--- config.mk ---
export PLATFORM = sky130hd
export DESIGN_NAME = des_core_arbiter
export DESIGN_NICKNAME = d
export VERILOG_FILES = /design/src/rtl/des_core_arbiter.sv
export SDC_FILE = /design/constraint.sdc
export NUM_CORES = 1
export LEC_CHECK = 0
export CAP_MARGIN = 20
export CORE_UTILIZATION = 40
export CTS_CLUSTER_DIAMETER = 50
export CTS_CLUSTER_SIZE = 10
export DETAILED_ROUTE_END_ITERATION = 8
export GPL_TIMING_DRIVEN = 0
export PLACE_DENSITY = 0.63
export SLEW_MARGIN = 25
export SYNTH_ARGS = -nofsm -noshare
export SYNTH_HDL_FRONTEND = slang
export SYNTH_SLANG_ARGS = --single-unit
--- constraint.sdc ---
create_clock -name clk1 -period 2.2 [get_ports clk1]
set_input_delay 0.44 -clock clk1 [delete_from_list [all_inputs] [get_ports clk1]]
set_output_delay 0.44 -clock clk1 [all_outputs]
set_load 0.02 [all_outputs]
--- src/rtl/des_core_arbiter.sv ---
// des_core_arbiter
// Shares one iterative DES core between two requester channels. A block is
// granted round-robin, the core's 16 rounds are stepped through roundSel,
// and the result is held for the owning channel until it is consumed.
// Optional per-channel CBC chaining folds the chain value in on the way in
// (encrypt) or on the way out (decrypt).
//
// Ports (N = 0, 1):
//   clk1, reset          clock; synchronous active-high reset
//   reqN_valid/ready     block handshake; ready is combinational, IDLE only
//   reqN_data            64-bit input block
//   reqN_decrypt         1 = decrypt, 0 = encrypt
//   reqN_chain           apply CBC to this block
//   rspN_valid/ready     result handshake
//   rspN_data            64-bit result block
//   iv, iv_load[N]       shared IV bus; bit N loads chainN
//   des_in, des_decrypt  to the core, stable for the whole RUN window
//   des_roundSel         round select driven to the core
//   des_out              combinational core output
//   busy                 high outside IDLE
//   grant_id             channel owning the core
module des_core_arbiter #(
    parameter int CHAIN_EN = 1
) (
    input  logic        clk1,
    input  logic        reset,
    input  logic        req0_valid,
    output logic        req0_ready,
    input  logic [63:0] req0_data,
    input  logic        req0_decrypt,
    input  logic        req0_chain,
    input  logic        req1_valid,
    output logic        req1_ready,
    input  logic [63:0] req1_data,
    input  logic        req1_decrypt,
    input  logic        req1_chain,
    output logic        rsp0_valid,
    input  logic        rsp0_ready,
    output logic [63:0] rsp0_data,
    output logic        rsp1_valid,
    input  logic        rsp1_ready,
    output logic [63:0] rsp1_data,
    input  logic [63:0] iv,
    input  logic [1:0]  iv_load,
    output logic [63:0] des_in,
    output logic        des_decrypt,
    output logic [3:0]  des_roundSel,
    input  logic [63:0] des_out,
    output logic        busy,
    output logic        grant_id
);

    localparam bit CHAIN_ON = (CHAIN_EN != 0);

    typedef enum logic [1:0] {
        IDLE = 2'd0,
        RUN  = 2'd1,
        RESP = 2'd2
    } state_t;

    state_t      state;
    state_t      state_next;
    logic        last_grant;
    logic        grant_sel;
    logic        accept;
    logic        chained;
    logic [63:0] saved_in;
    logic [63:0] x;
    logic [63:0] chain0;
    logic [63:0] chain1;
    logic [63:0] sel_data;
    logic [63:0] sel_x;
    logic [63:0] result;
    logic [63:0] chain_upd;
    logic        sel_decrypt;
    logic        sel_chain;
    logic        rsp_ready_sel;
    logic        capture;
    logic        handshake;

    always_ff @(posedge clk1) begin
        if (reset) begin
            state <= IDLE;
        end else begin
            state <= state_next;
        end
    end

    // On a tie the channel that was not served last wins.
    always_comb begin
        state_next = state;
        req0_ready = 1'b0;
        req1_ready = 1'b0;
        accept     = 1'b0;
        grant_sel  = (req0_valid && req1_valid) ? ~last_grant : req1_valid;
        case (state)
            IDLE: begin
                if (req0_valid || req1_valid) begin
                    accept     = 1'b1;
                    req0_ready = ~grant_sel;
                    req1_ready = grant_sel;
                    state_next = RUN;
                end
            end
            RUN: begin
                if (des_roundSel == 4'd15) begin
                    state_next = RESP;
                end
            end
            RESP: begin
                if (rsp_ready_sel) begin
                    state_next = IDLE;
                end
            end
            default: state_next = IDLE;
        endcase
    end

    assign sel_data      = grant_sel ? req1_data    : req0_data;
    assign sel_decrypt   = grant_sel ? req1_decrypt : req0_decrypt;
    assign sel_chain     = grant_sel ? req1_chain   : req0_chain;
    assign sel_x         = (CHAIN_ON && sel_chain) ? (grant_sel ? chain1 : chain0) : 64'd0;
    assign result        = des_out ^ (des_decrypt ? x : 64'd0);
    assign chain_upd     = des_decrypt ? saved_in : result;
    assign rsp_ready_sel = grant_id ? rsp1_ready : rsp0_ready;
    assign capture       = (state == RUN) && (des_roundSel == 4'd15);
    assign handshake     = (state == RESP) && rsp_ready_sel;
    assign busy          = (state != IDLE);

    // x is latched at accept so a later iv_load cannot disturb an in-flight
    // block. A chain update at capture is written before iv_load, so an
    // iv_load on the same edge takes precedence.
    always_ff @(posedge clk1) begin
        if (reset) begin
            last_grant   <= 1'b1;
            grant_id     <= 1'b0;
            chained      <= 1'b0;
            saved_in     <= 64'd0;
            x            <= 64'd0;
            des_in       <= 64'd0;
            des_decrypt  <= 1'b0;
            des_roundSel <= 4'd0;
            rsp0_valid   <= 1'b0;
            rsp1_valid   <= 1'b0;
            rsp0_data    <= 64'd0;
            rsp1_data    <= 64'd0;
            chain0       <= 64'd0;
            chain1       <= 64'd0;
        end else begin
            if (accept) begin
                grant_id     <= grant_sel;
                chained      <= CHAIN_ON && sel_chain;
                saved_in     <= sel_data;
                x            <= sel_x;
                des_in       <= sel_data ^ (sel_decrypt ? 64'd0 : sel_x);
                des_decrypt  <= sel_decrypt;
                des_roundSel <= 4'd0;
            end
            if (state == RUN) begin
                des_roundSel <= des_roundSel + 4'd1;
            end
            if (capture) begin
                if (grant_id) begin
                    rsp1_data  <= result;
                    rsp1_valid <= 1'b1;
                    if (chained) begin
                        chain1 <= chain_upd;
                    end
                end else begin
                    rsp0_data  <= result;
                    rsp0_valid <= 1'b1;
                    if (chained) begin
                        chain0 <= chain_upd;
                    end
                end
            end
            if (handshake) begin
                rsp0_valid <= 1'b0;
                rsp1_valid <= 1'b0;
                last_grant <= grant_id;
            end
            if (CHAIN_ON && iv_load[0]) begin
                chain0 <= iv;
            end
            if (CHAIN_ON && iv_load[1]) begin
                chain1 <= iv;
            end
        end
    end

endmodule
==> out/results.ini <==
[die]
num_io_pins=471
die_h_um=238.0
row_count=86
core-area_mm2=0.05509
die_w_um=238.0
start_util_pct=40.45
die_area_mm2=0.05666

[sta]
maxSlewViolCount=0
setup_viol=3
worst_pin_slew_ns=0.8023
fin_ws_ns=-0.01250
fin_crit_ns=2.212
rsz0062_at_grt=true
finClkSkew_ns=0.01929
post-route-period-util_pct=100.6
slew_headroom_pct=46.51
hold_violations=0
max_freq_mhz=452.0

[clocking]
cts_max_path_buffers=3
cts.sinks=460
postCtsHoldBufs=0
htree_levels=2
numCtsBuffers=55
cts_tree=yes
clk_latency_ns=0.62
clkTransAtPathRegs_ns=0.06
cts-root-buf=clkbuf_16

[yosys]
synth.distinct_cells=44
synth_mux_area_share_pct=5.794
syn_nets=2969
yosys.area_share.simple_pct=17.49
postSynthAreaPerCell_um2=8.254
ys.flop_type=dfxtp_1
synth.area.top_cells=dfxtp_1 41%, nand2_1 9.8%, a211oi_1 5.9%
synthAdderAreaFrac_pct=0.05614
synth-seq-cells=460
synth_top_family_by_area=compound AO/OA/AOI/OAI gates
syn_area_mm2=0.02229
synth-edff-count=0
synth_cells=2700
ys_seq_area_share_pct=41.32
synth_xor_area_share_pct=2.594
synth_top_area_share_pct=41.32
synth_compound_area_share_pct=27.35
yosys.area.top_type=dfxtp_1
yosysWarnings=0
postSynth.asyncResetShare_pct=0

[detailed_routing]
viasPerCell=6.008
first_pass_iters=6
postRouteAntennaNets=0
drt_iter0_markers=2707
wire_per_inst_um=25.29
drc=0
via_count=24030
wl_mm=101.1

[grt]
grt_max_degree=21
antenna_found_initial=14
grt_use_total_pct=34.38
grt.overflow.total=0
grt_pass1_wl_mm=146.8
grt_pass1_vias=23080

[setup_path]
startpoint_type=primary input
crit_required_ns=2.73
path_class=primary input to flip-flop
critPathMaxFanout=10
cp-end-kind=flip-flop
arrival_ns=2.74

[place]
dpl.cell_count=3915
place_congestion=0.9268
dp_slack_ns=-1.263
place_hpwl_mm=72.44
io_buffers=467

[outcome]
status=finished, violations left
violations=setup timing

[pwr]
p_per_area_mw_per_mm2=729.6
finalPower_w=0.02174
p_leak_nw=11.15
peakVddDrop_mv=0.6477

[min_path]
hold_class=primary input to flip-flop

[cells_and_area]
area_growth_pct=33.70
final_layout_size_suffix_gt1_share_pct=9.929
n_fill_cell=5177
final_cell_mix=583 x nand2_1, 461 x clkdlybuf4s50_1, 457 x dfxtp_1, 262 x a21oi_1, 201 x nor2_1
layoutNonFillerInstCount=3999
final_common_cell=nand2_1
layout.nets=3496

[job]
drv_cap=0

-- worst max-delay path, stage by stage --
cell	delay, ns
clkdlybuf4s50_1	0.60
nor2b_1	0.15
buf_2	0.34
buf_1	0.63
a21oi_1	0.15
a2bb2oi_1	0.16
a211oi_1	0.25
-- cell families after synthesis --
logic type,Yosys count
multiplexers,129
flip-flops,460
adder cells (fa/ha/maj),1
AND/OR/NAND/NOR,938
XOR/XNOR,66
buffers and inverters,254
AO/OA/AOI/OAI,852
-- worst paths after layout --
kind	startpoint	endpoint	slack (ns)	depth (start not counted)
max	req1_chain	des_in[44]	-0.01	7
min	req1_data[46]	saved_in[46]	0.46	3
max reg2reg	state[1]	saved_in[62]	0.06	7
min reg2reg	x[58]	x[58]	0.46	1
-- registers in the layout (all words and copies together), names as in the netlist --
signal and flops:
chain0 64, chain1 64, chained 1, des_decrypt 1, des_in 64, des_roundSel 4, grant_id 1, last_grant 1
rsp0_data 64, rsp0_valid 1, rsp1_data 64, rsp1_valid 1, saved_in 64, state 2, x 64
-- per-stage QoR --
| stage | utilization [%] | hold WS [ns] | area, um2 | setup TNS, ns |
|---|---|---|---|---|
| 4_1_cts | 53.90 | 0.4278 | 29700 | -0.1060 |
| 3_5_place_dp | 50.64 | 0.4467 | 27900 | -296.08 |
| 3_3_place_gp | 50.64 | 0.4458 | 27900 | -355.18 |
| 2_1_floorplan | - | 0.4322 | 22290 | 0 |
| 6_report | 54.08 | 0.4556 | 29800 | -0.02077 |
| 5_1_grt | 54.07 | 0.4547 | 29790 | -0.2935 |
-- metal layers --
layer  vias to the layer above  part of all wire, %  global-route usage, %
met5                         -                0.034                      0
met4                         6                  4.7                  17.42
met3                       276                  9.7                  7.242
met2                      1523                   45                  53.85
met1                     11540                   41                  44.65
li1                      10680                    -                      -
-- power by group --
group	internal [W]	switching, W
sequential	0.00876	0.000378
clock	0.00491	0.00368
combinational	0.00160	0.00241
-- final cells by class --
class                           instances  area [um2]  share of cell area (%)
Antenna cell                            8       20.02                 0.06719
Buffer                                245        1274                   4.275
Clock buffer                           67        1523                   5.110
Clock inverter                          6       77.57                  0.2604
Inverter                                4       15.01                 0.05039
Multi-Input combinational cell       1986       11970                   40.17
Sequential cell                       460        9218                   30.94
Tap cell                              748       935.9                   3.141
Timing Repair Buffer                  475        4765                   15.99
-- cells in the mapped netlist (all sizes together), types with 65 or more instances --
library cell	n
a211oi	193
a21oi	262
a311oi	66
and3	67
buf	132
clkbuf	118
dfxtp	460
mux2i	129
nand2	585
nor2	204
o21ai	131
xor2	65
-- what timing repair did --
item                                   4_1_cts  5_1_grt
setup buffers                                7        1
endpoints found under the hold margin        0        0
gates resized for setup                     65       44
cloned                                       0        0
pin swaps                                    5        3
setup endpoints to repair                  413      242
Power figures use the tool's default switching activity.
